<file path="src/rtl/vending_change_dispenser.sv">
`default_nettype none
// ============================================================================
//  Module   : vending_change_dispenser
//  Purpose  : Greedy coin-change sequencer driving a 5-denomination hopper bank
//             over valid/ack, with per-denomination inventory and fault fallback.
//  Revision : 1.0 - initial release
// ============================================================================
module vending_change_dispenser #(
    parameter int INV_W       = 8,
    parameter int ACK_TIMEOUT = 255
) (
    input  logic             I_CLK,
    input  logic             I_RESET,
    input  logic             I_REQ,
    input  logic [15:0]      I_AMOUNT,
    input  logic             I_REFILL,
    input  logic [2:0]       I_REFILL_SEL,
    input  logic [INV_W-1:0] I_REFILL_CNT,
    input  logic             I_COIN_ACK,
    output logic             O_COIN_VALID,
    output logic [2:0]       O_COIN_SEL,
    output logic             O_BUSY,
    output logic             O_DONE,
    output logic             O_SHORT,
    output logic [15:0]      O_REMAIN,
    output logic [4:0]       O_INV_EMPTY
);

    localparam logic [1:0] c_S_IDLE   = 2'd0;
    localparam logic [1:0] c_S_SELECT = 2'd1;
    localparam logic [1:0] c_S_ISSUE  = 2'd2;
    localparam logic [1:0] c_S_FINISH = 2'd3;

    // Counter only has to reach ACK_TIMEOUT-1.
    localparam int              c_CNT_W    = (ACK_TIMEOUT > 1) ? $clog2(ACK_TIMEOUT) : 1;
    localparam logic [c_CNT_W-1:0] c_CNT_LAST = c_CNT_W'(ACK_TIMEOUT - 1);

    logic [1:0]         r_state;
    logic [1:0]         w_next_state;
    logic [INV_W-1:0]   r_inv [5];
    logic [15:0]        r_remain;
    logic [2:0]         r_sel;
    logic [c_CNT_W-1:0] r_cnt;
    logic               r_short;
    logic               w_found;
    logic [2:0]         w_pick;
    logic               w_ack_hit;
    logic               w_timeout;

    function automatic logic [15:0] f_value(input logic [2:0] d);
        case (d)
            3'd0:    f_value = 16'd100;
            3'd1:    f_value = 16'd25;
            3'd2:    f_value = 16'd10;
            3'd3:    f_value = 16'd5;
            default: f_value = 16'd1;
        endcase
    endfunction

    // Scan from smallest coin upward so the last hit is the largest usable coin.
    always_comb begin
        w_found = 1'b0;
        w_pick  = 3'd0;
        for (int d = 4; d >= 0; d--) begin
            if ((r_inv[d] != '0) && (f_value(3'(d)) <= r_remain)) begin
                w_found = 1'b1;
                w_pick  = 3'(d);
            end
        end
    end

    assign w_ack_hit = (r_state == c_S_ISSUE) && I_COIN_ACK;
    assign w_timeout = (r_state == c_S_ISSUE) && !I_COIN_ACK && (r_cnt == c_CNT_LAST);

    always_ff @(posedge I_CLK or posedge I_RESET) begin
        if (I_RESET) r_state <= c_S_IDLE;
        else         r_state <= w_next_state;
    end

    always_comb begin
        w_next_state = r_state;
        case (r_state)
            c_S_IDLE:   if (I_REQ) w_next_state = c_S_SELECT;
            c_S_SELECT: w_next_state = ((r_remain != 16'd0) && w_found) ? c_S_ISSUE : c_S_FINISH;
            c_S_ISSUE:  if (w_ack_hit || w_timeout) w_next_state = c_S_SELECT;
            default:    w_next_state = c_S_IDLE;
        endcase
    end

    always_ff @(posedge I_CLK or posedge I_RESET) begin
        if (I_RESET) begin
            r_remain <= 16'd0;
            r_sel    <= 3'd0;
            r_cnt    <= '0;
            r_short  <= 1'b0;
        end else begin
            case (r_state)
                c_S_IDLE: begin
                    if (I_REQ) begin
                        r_remain <= I_AMOUNT;
                        r_short  <= 1'b0;
                    end
                end
                c_S_SELECT: begin
                    if (r_remain == 16'd0) begin
                        r_short <= 1'b0;
                    end else if (w_found) begin
                        r_sel <= w_pick;
                        r_cnt <= '0;
                    end else begin
                        r_short <= 1'b1;
                    end
                end
                c_S_ISSUE: begin
                    if (w_ack_hit)       r_remain <= r_remain - f_value(r_sel);
                    else if (!w_timeout) r_cnt    <= r_cnt + 1'b1;
                end
                default: ;
            endcase
        end
    end

    // Refill has priority; decrement saturates in case a refill zeroed the hopper mid-coin.
    always_ff @(posedge I_CLK or posedge I_RESET) begin
        if (I_RESET) begin
            for (int d = 0; d < 5; d++) r_inv[d] <= '0;
        end else begin
            for (int d = 0; d < 5; d++) begin
                if (I_REFILL && (I_REFILL_SEL == 3'(d)))
                    r_inv[d] <= I_REFILL_CNT;
                else if (w_ack_hit && (r_sel == 3'(d)) && (r_inv[d] != '0))
                    r_inv[d] <= r_inv[d] - 1'b1;
                else if (w_timeout && (r_sel == 3'(d)))
                    r_inv[d] <= '0;
            end
        end
    end

    always_comb begin
        O_BUSY       = (r_state != c_S_IDLE);
        O_COIN_VALID = (r_state == c_S_ISSUE);
        O_DONE       = (r_state == c_S_FINISH);
        O_COIN_SEL   = r_sel;
        O_SHORT      = r_short;
        O_REMAIN     = r_remain;
        for (int d = 0; d < 5; d++) O_INV_EMPTY[d] = (r_inv[d] == '0);
    end

endmodule
`default_nettype wire

</file>
<file path="config.mk">
export PLATFORM = sky130hd
export DESIGN_NAME = vending_change_dispenser
export DESIGN_NICKNAME = d
export VERILOG_FILES = /design/src/rtl/vending_change_dispenser.sv
export SDC_FILE = /design/constraint.sdc
export NUM_CORES = 1
export LEC_CHECK = 0
export ABC_AREA = 1
export ABC_CLOCK_PERIOD_IN_PS = 3250
export CAP_MARGIN = 20
export CORE_MARGIN = 2
export CORE_UTILIZATION = 42
export CTS_CLUSTER_DIAMETER = 150
export DETAILED_ROUTE_END_ITERATION = 8
export PLACE_DENSITY = 0.68
export SLEW_MARGIN = 20
export SYNTH_ARGS = -nofsm -noshare
export SYNTH_HDL_FRONTEND = slang
export SYNTH_SLANG_ARGS = --single-unit
</file>
<file path="constraint.sdc">
create_clock -name I_CLK -period 3.25 [get_ports I_CLK]
set_input_delay 0.975 -clock I_CLK [delete_from_list [all_inputs] [get_ports I_CLK]]
set_output_delay 0.975 -clock I_CLK [all_outputs]
set_load 0.01 [all_outputs]
</file>
# --- Yosys cells after proc, flatten, opt, wreduce, memory -nomap -nowiden ---
# Index checks and enable logic that the tools add are counted.
word_totals:
  ff_bits: 70
  wordCells: 147
  inputBits: 32
  out_inout_bits: 28
op_classes:
  n_reduce_logical: 60
  bitwise_logic: 1
  muxes: 44
  n_eq_ne: 20
  n_lt_le_gt_ge: 5
  n_addsub: 7
ops:
  columns: ["operator", "n"]
  rows:
  - ["2-to-1 mux 8 bit", 19]
  - ["2-to-1 mux 16 bit", 4]
  - ["logical NOT 8 bit", 5]
  - ["nonzero test 8 bit", 5]
  - ["subtractor 8 x 1 -> 8 bit (second input constant)", 5]
  - ["one-hot mux 16 bit (2 select lines)", 1]
  - ["logical AND 1 bit", 29]
  - ["one-hot mux 7 bit (4 select lines)", 1]
  - ["<= comparator 1 x 16 -> 1 bit (first input constant)", 1]
  - ["<= comparator 3 x 16 -> 1 bit (first input constant)", 1]
  - ["<= comparator 4 x 16 -> 1 bit (first input constant)", 1]
  - ["<= comparator 5 x 16 -> 1 bit (first input constant)", 1]
  - ["<= comparator 7 x 16 -> 1 bit (first input constant)", 1]
  - ["logical NOT 16 bit", 1]
  - ["one-hot mux 8 bit (2 select lines)", 1]
  - ["nonzero test 16 bit", 1]
  - ["subtractor 16 bit", 1]
  - ["2-to-1 mux 3 bit", 5]
  - ["nonzero test 3 bit", 5]
  - ["equality test 3 x 2 -> 1 bit (second input constant)", 4]
  - ["!= test 2 bit (second input constant)", 5]
  - ["2-to-1 mux 1 bit", 9]
  - ["AND reduction 3 bit", 3]
  - ["adder 8 x 1 -> 8 bit (second input constant)", 1]
  - ["18 further kinds", 27]

# --- Logic depth before layout (Yosys ltp) ---
# Gate-level depths: netlist (run 1).
depth:
  depth_word: 10
  ltp_mapped: 19

# --- Least setup slack after synthesis (run 1) ---
# No wires, ideal clock.
synth_timing:
  kind: "register to register"
  startpoint: "register r_sel[2] (netlist: O_COIN_SEL[2])"
  endpoint: "register r_remain[11] (netlist: O_REMAIN[11])"
  arrival_ns: 2.253
  stages_incl_launch_ff: 18
  setup_ns: 0.131
  slack_ns: 0.867
  cell_sequence: "dfrtp_1 > inv_1 > nand2_2 > nor2_2 > inv_2 > nand2_1 > inv_1 > ha_1 > a21oi_1 > o21ai_0 > a21oi_1 > nor2_1 > nor2_1 > nand2_1 > nand2_1 > nand3_1 > nand2_1 > o21ai_0"
synth_between:
  elab_chain_cells: 7
synth_lines:
  columns: ["item", "line", "source"]
  rows:
  - ["start: declaration", "42", "logic [2:0] r_sel;"]
  - ["start signal: assignment", "108", "r_sel <= w_pick;"]
  - ["equality test 3 x 2 -> 1 bit, or another cell as far along", "51", "case (d)"]
  - ["one-hot mux 7 bit (4 select lines) *", "51", null]
  - ["2-to-1 mux 16 bit *", "115", "if (w_ack_hit) r_remain <= r_remain - f_value(r_sel);"]
  - ["2-to-1 mux 16 bit *", "97", "case (r_state)"]
  - ["subtractor 16 bit *", "115", null]
  - ["2-to-1 mux 16 bit *", "115", null]
  - ["one-hot mux 16 bit (2 select lines) *", "97", null]
  - ["end signal: assignment", "115", null]
  - ["end: declaration", "41", "logic [15:0] r_remain;"]
# Mark *: on every way between the ends. The rest lies on a longest branch, timed or not. The select of a mux whose other input is x is not followed.
# A chain may end at the register's enable or synchronous reset.

# --- Worst setup path in the final report (run 1) ---
layout_timing:
  startpoint: "register r_inv[24] (netlist bit)"
  endpoint: "output port O_INV_EMPTY[1]"
layout_between:
  elab_chain_cells: 1
layout_lines:
  columns: ["item", "line", "source"]
  rows:
  - ["start: declaration", "40", "logic [INV_W-1:0] r_inv [5];"]
  - ["start signal: indexed assignment", "132", "r_inv[d] <= r_inv[d] - 1'b1;"]
  - ["logical NOT 8 bit", "146", "for (int d = 0; d < 5; d++) O_INV_EMPTY[d] = (r_inv[d] == '0);"]
  - ["end: declaration", "26", "output logic [4:0] O_INV_EMPTY"]
# No other way between the ends.

==> impl_results.md, run 1 <==
- P_sw: 0.002344 W
- Post-synth ARST share: 100.0%
- Met2 WL: roughly 6500 um
- Final Hold Fails: 0
- Synth top area cells: dfrtp_1, nand2_1, inv_1, nor2_1, ha_1
- Commonest non-fill, non-tap cell in the layout: nand2_1
- Worst-skew pair later-pin latency: between 0.3 and 0.4 ns
- Max-Cap Viols: 0
- Final worst slack: between 0.1 and 0.15 ns
- Largest net degree at the start of global routing: 44
- RSZ-0062 raised after global routing: no
- Area growth, synth to finish: 22.23%
- Max incr delay on CP: around 0.53 ns
- Fin Clk Skew: between 0.006 and 0.007 ns
- Final Cycle Share: a little over nine tenths
- DRT iter0 DRCs: 303
- Share of the synthesized area in the top cell type: 35.33%
- H-tree Lvls: 3
- Sequential share of power: between 20 and 30%
- Post-layout min period: 3.116 ns
- WP buf/inv: 3
- Tightest Pin Transition: between 0.6 and 0.7 ns
- Fin nets: between 800 and 900
- Vias: around 5000
- Mapped Area: about 5000 um2
- Drt wl/cell: between 10 and 15 um
- Initial antenna violation count: 0
- Clk root buf: clkbuf_16
- Chip Height: 112.7 um
- Critical Path RT: around 2.3 ns
- DR vias/cell: about 5.4
- Combinational share of power: a little over half
- Top-level port count: 60
- Wl on met1: 6316 um
- Cell Int Power: between 0.002 and 0.003 W
- Met3 wire length: 632 um
- CP arrival: roughly 2.1 ns
- Biggest area consumer among synthesized cells: dfrtp_1
- Crit path cell chain: inv_1, ha_1, nand3_1, nor2_1, nand3_1, inv_1, clkdlybuf4s50_1
- Clock tree sinks: 70
- CP Launch Type: register
- Initial Util: a little over two fifths
- Global Route Usage Sum: 22.37%
- Post-DP HPWL: approximately 10000 um
- # port buffers: between 50 and 60
- Gr ovfl total: 0
- Die width: approximately 110 um
- Highest clock rate: 320.9 MHz
- Crit path kind: register to output pin
- Avg Inst Size Synth: ~7.0 um2
- Top FF cell, synth: dfrtp_1
- Core Area: 11470 um2
- Worst setup EP type: output pin
- Total power draw: between 0.005 and 0.006 W
- Full die area: 12690 um2
- VDD IR max: 0.3857 mV
- # fillers: roughly 1100
- Synthesized instance count: about 710
- Reg area: ~1800 um2
- Placed Area: 5794 um2
- Vias in the first global route: approximately 4900
- First-pass GRT wire length: 22980 um
- EDFF count, synth: 0
- Clock share of power: a little under a fifth
- Power Density: about 830 nW/um2
- Max Slew Vio Count: 0
- CTS Buf Count: 9
- Synth warn: 0
- Post-route ant nets: 0
- DR top layer: met4
- CTS tree: built
- Setup TNS: 0 ns
- Family with the most delay on the worst path: buffers and inverters
- Drt drc: 0
- Static Leakage: between 2 and 3 nW
- Multi-input logic area: between 2000 and 3000 um2
- Clk slew on worst S/H paths: 0.06 ns
- Slowest cell on the critical path: clkdlybuf4s50_1
- Hold Worst Slack: between 0.5 and 0.6 ns
- Synthesized flop and latch total: 70
- Relative slew slack: around 53%
- GPL Wtd Cong: roughly 0.87
- Post-place setup slack: roughly 0.33 ns
- Most frequent cells in the layout: nand2_1, inv_1, nor2_1, dfrtp_1, clkdlybuf4s50_1
- Longest Clk Path Bufs: 2
- Ant diodes: 0
- Outcome: completed
- Share of layout cells above drive strength 1: between 6 and 7%
- Register area share after synthesis: between 30% and 40%
- Switching Share: between 40% and 50%
- Final WL: 13760 um
- Yosys cell types: 39
- Max FO, Critical Path: 5
- Setup-failing EPs final: 0
- # rows: 39
- Drt pass-1 iters: 6
- Syn Nets: 760
- Worst min path class: register to register
- Fin area: about 6000 um2
-- final cells by class --
class,count,share of cell area (%)
multi-input cells,509,45.11
flip-flops and latches,70,28.90
repair buffers,70,11.31
inverters,119,7.370
clock buffers,9,3.716
well taps,143,2.952
clock inverters,6,0.6400
-- worst min-delay path, cell delays in order, from the launching register on --
cell	delay [ns]
dfrtp_1	0.34
nand2_1	0.05
o221ai_1	0.06
-- per-layer routing --
layer | vias to the layer above | track usage (%)
li1 | 2465 | -
met1 | 2355 | 30.31
met2 | 129 | 36.41
met3 | 22 | 3.024
met4 | 0 | 8.699
met5 | - | 0
-- path summary, 6_finish.rpt --
check,cells past startpoint,slack [ns],from,to
min in group asynchronous,2,1.05,I_RESET,r_cnt[4]
hold / removal,2,0.50,r_inv[33],r_inv[33]
setup / recovery,7,0.13,r_inv[24],O_INV_EMPTY[1]
max in group asynchronous,3,1.54,I_RESET,r_inv[29]
hold reg to reg,2,0.50,r_inv[33],r_inv[33]
setup reg to reg,17,0.38,O_COIN_SEL[2],O_REMAIN[11]
-- cell families after synthesis --
| group | after synthesis | synth area share [%] |
|---|---|---|
| AO/OA/AOI/OAI | 106 | 13.73 |
| XOR/XNOR | 22 | 3.886 |
| adder cells (fa/ha/maj) | 23 | 5.955 |
| buffers and inverters | 126 | 9.589 |
| flip-flops | 70 | 35.33 |
| AND/OR/NAND/NOR | 358 | 31.52 |
-- repair_timing --
| action | in CTS | in global routing |
|---|---|---|
| hold endpoints to repair | 0 | 0 |
| hold buffers | 0 | 0 |
| endpoints found under the setup margin | 0 | 1 |
| setup buffers | 0 | 0 |
| resized for setup | 0 | 1 |
-- registers in the layout, indices dropped and copies added (netlist names) --
name	cells
r_cnt	8
r_state	2
r_inv	40
O_SHORT	1
O_REMAIN	16
O_COIN_SEL	3
-- through the flow --
stage / util, % / instances
final: 52.85 / 926
after global routing: 52.85 / 926
after CTS: 52.83 / 926
after detailed placement: 50.53 / 911
after global placement: 50.53 / 911
after floorplan: - / 705
-- power by group through the flow --
stage / combinational (W) / sequential [W] / clock (W)
after floorplan: 0.00181 / 0.00145 / 0
after global placement: 0.00255 / 0.00148 / 0
after detailed placement: 0.00263 / 0.00148 / 0
after CTS: 0.00264 / 0.00148 / 0.000927
after global routing: 0.00302 / 0.00153 / 0.000958
final: 0.00265 / 0.00149 / 0.000915
-- synthesized netlist by cell type, types with 3 or more instances --
cell type	instances
nand4_1	14
nor3_2	3
nor3_1	13
nand3_1	51
dfrtp_1	70
a22oi_1	11
xnor2_1	7
or2_2	3
xor2_1	15
nor2_1	90
inv_2	6
o221ai_1	25
o21ai_0	37
o211ai_1	6
a21oi_1	20
nand2_1	165
inv_1	111
nor2_2	4
ha_1	22
buf_1	3
Note: power is estimated with default switching activity, not from simulation.
==> run 2, diff against run 1 <==
--- a/config.mk
+++ b/config.mk
@@ -9,10 +9,11 @@
 export ABC_CLOCK_PERIOD_IN_PS = 3250
 export CAP_MARGIN = 20
 export CORE_MARGIN = 2
-export CORE_UTILIZATION = 42
+export CORE_UTILIZATION = 50
 export CTS_CLUSTER_DIAMETER = 150
 export DETAILED_ROUTE_END_ITERATION = 8
-export PLACE_DENSITY = 0.68
+export PLACE_DENSITY_LB_ADDON = 0.3
+export SETUP_SLACK_MARGIN = 0.15
 export SLEW_MARGIN = 20
 export SYNTH_ARGS = -nofsm -noshare
 export SYNTH_HDL_FRONTEND = slang
==> run 2 against run 1 <==
  * Total power increased by 0.21%
  * Worst setup slack improved by 0.086 ns
  * Via count increased by 0.78%
  * Critical path depth unchanged
  * Register-to-register slack improved by 0.06 ns
  * Sequential share of layout area increased by 0.084 points
  * Clock skew increased by 0.0091 ns
  * Core utilization increased by 9.5 points
  * Largest cell class unchanged
==> impl_results.md, run 2 (same netlist as run 1, synthesis figures left out) <==
- Die width: 103.6 um (-8.1%)
- Static Leakage: 2.982 nW (+0.33%)
- Total power draw: 0.005066 W (+0.21%)
- CTS Buf Count: 9 (unchanged)
- Crit path kind: register to output pin
- # rows: 36 (-7.7%)
- Setup TNS: 0 ns (unchanged)
- Tightest Pin Transition: 0.7711 ns (+0.07287 ns)
- Power Density: 838.3 nW/um2 (+0.50%)
- Initial antenna violation count: 0 (unchanged)
- H-tree Lvls: 3 (unchanged)
- Hold Worst Slack: 0.5057 ns (+0.004897 ns)
- CTS hold repair buffers: 0 (unchanged)
- Vias: 5010 (+0.78%)
- Relative slew slack: 48.41% (-5.0 points)
- Critical Path RT: 2.27 ns (about the same)
- CTS tree: built
- Outcome: completed
- DRT iter0 DRCs: 404 (+33%)
- GPL Wtd Cong: 0.9381 (+7.7%)
- Commonest non-fill, non-tap cell in the layout: nand2_1
- Ant diodes: 0 (unchanged)
- Full die area: 10730 um2 (-15%)
- Final WL: 13690 um (-0.55%)
- Most flops, register: r_inv
- Final Cycle Share: 93.23% (-2.7 points)
- Worst-skew pair later-pin latency: 0.35 ns (about the same)
- Max Slew Vio Count: 0 (unchanged)
- Drt wl/cell: 14.94 um (+0.53%)
- Max-Cap Viols: 0 (unchanged)
- Clock tree sinks: 70 (unchanged)
- Post-DP HPWL: 9945 um (-1.9%)
- Post-route ant nets: 0 (unchanged)
- Final Hold Fails: 0 (unchanged)
- # port buffers: 59 (unchanged)
- Worst setup EP type: output pin
- Most frequent cells in the layout: nand2_1, inv_1, nor2_1, dfrtp_1, clkdlybuf4s50_1
- Core Area: 9684 um2 (-16%)
- Fin cells: 916 (-1.1%)
- Fin Clk Skew: 0.01601 ns (+0.009115 ns)
- Max reg flops: 40 (unchanged)
- Worst min path class: register to register
- Highest clock rate: 330.0 MHz (+2.8%)
- Max FO, Critical Path: 5 (unchanged)
- Longest Clk Path Bufs: 2 (unchanged)
- First-pass GRT wire length: 22830 um (-0.66%)
- Gr ovfl total: 0 (unchanged)
- Drt pass-1 iters: 5 (-1)
- Setup-failing EPs final: 0 (unchanged)
- Global Route Usage Sum: 25.87% (+3.5 points)
- DR vias/cell: 5.469 (+1.9%)
- Drt drc: 0 (unchanged)
- Clk slew on worst S/H paths: 0.08 ns (+0.02 ns)
- Fin nets: 833 (-0.12%)
- Vias in the first global route: 4733 (-2.6%)
- Area growth, synth to finish: 21.88%
- Clk root buf: clkbuf_8
- CP arrival: 2.06 ns (-0.08 ns)
- Chip Height: 103.6 um (-8.1%)
- Placed cell count: 898 (-1.4%)
- Top-level port count: 60 (unchanged)
- Share of layout cells above drive strength 1: 7.024% (+0.51 points)
- Initial Util: 51.20% (+8.0 points)
- RSZ-0062 raised after global routing: yes
- Largest net degree at the start of global routing: 43 (-2.3%)
- CP Launch Type: register
- Post-layout min period: 3.030 ns (-0.08635 ns)
- VDD IR max: 0.3535 mV (-8.3%)
-- run 2: area by class of cell --
cell class / instances / area, um2
tap: 133 / 166.4
clock inverter: 5 / 107.6
multi-input combinational: 509 / 2759
sequential: 70 / 1752
inverter: 119 / 446.7
timing repair buffer: 69 / 680.7
clock buffer: 11 / 131.4
fill: 872 / 3641
-- run 2: worst paths after layout --
check                                    from        endpoint  slack, ns  depth (start not counted)
max in group asynchronous             I_RESET       r_inv[29]       1.55                          3
worst max-delay path                r_inv[24]  O_INV_EMPTY[1]       0.22                          7
worst max register to register  O_COIN_SEL[0]    O_REMAIN[11]       0.44                         17
min in group asynchronous             I_RESET        r_cnt[5]       1.04                          2
worst min register to register      r_inv[35]       r_inv[35]       0.51                          2
worst min-delay path                r_inv[35]       r_inv[35]       0.51                          2
-- run 2: metal layers --
layer | vias up | track usage, % | wire (um)
li1 | 2458 | - | -
met1 | 2379 | 36.83 | 6329
met2 | 155 | 40.68 | 6380
met3 | 18 | 3.650 | 787
met4 | 0 | 8.880 | 192
met5 | - | 0 | 0
-- run 2: worst max-delay path: stages, from the launching register on --
cell and delay [ns]:
dfrtp_1 0.38, inv_2 0.09, ha_1 0.22, nand3_2 0.13, nor2_4 0.15, nand3_2 0.13
inv_1 0.09, clkdlybuf4s50_1 0.53
-- run 2: repair_timing --
item / CTS / global route
resized for setup: 2 / 7
pin swaps: 1 / 2
endpoints found under the setup margin: 2 / 6
buffers inserted: 0 / 2
-- run 2: where the power goes --
group	switching, W	internal [W]
clock	0.000368	0.000514
sequential	0.000337	0.00115
combinational	0.00164	0.00106
total	0.00235	0.00272
-- run 2: stage by stage --
stage,cell area (um2),util [%],setup WS (ns)
floorplan,4959,-,0.5068
detailed placement,5759,59.47,0.3076
global placement,5759,59.47,0.3544
finish,6043,62.40,0.2199
CTS,6006,62.02,0.1096
global route,6043,62.40,0.1228
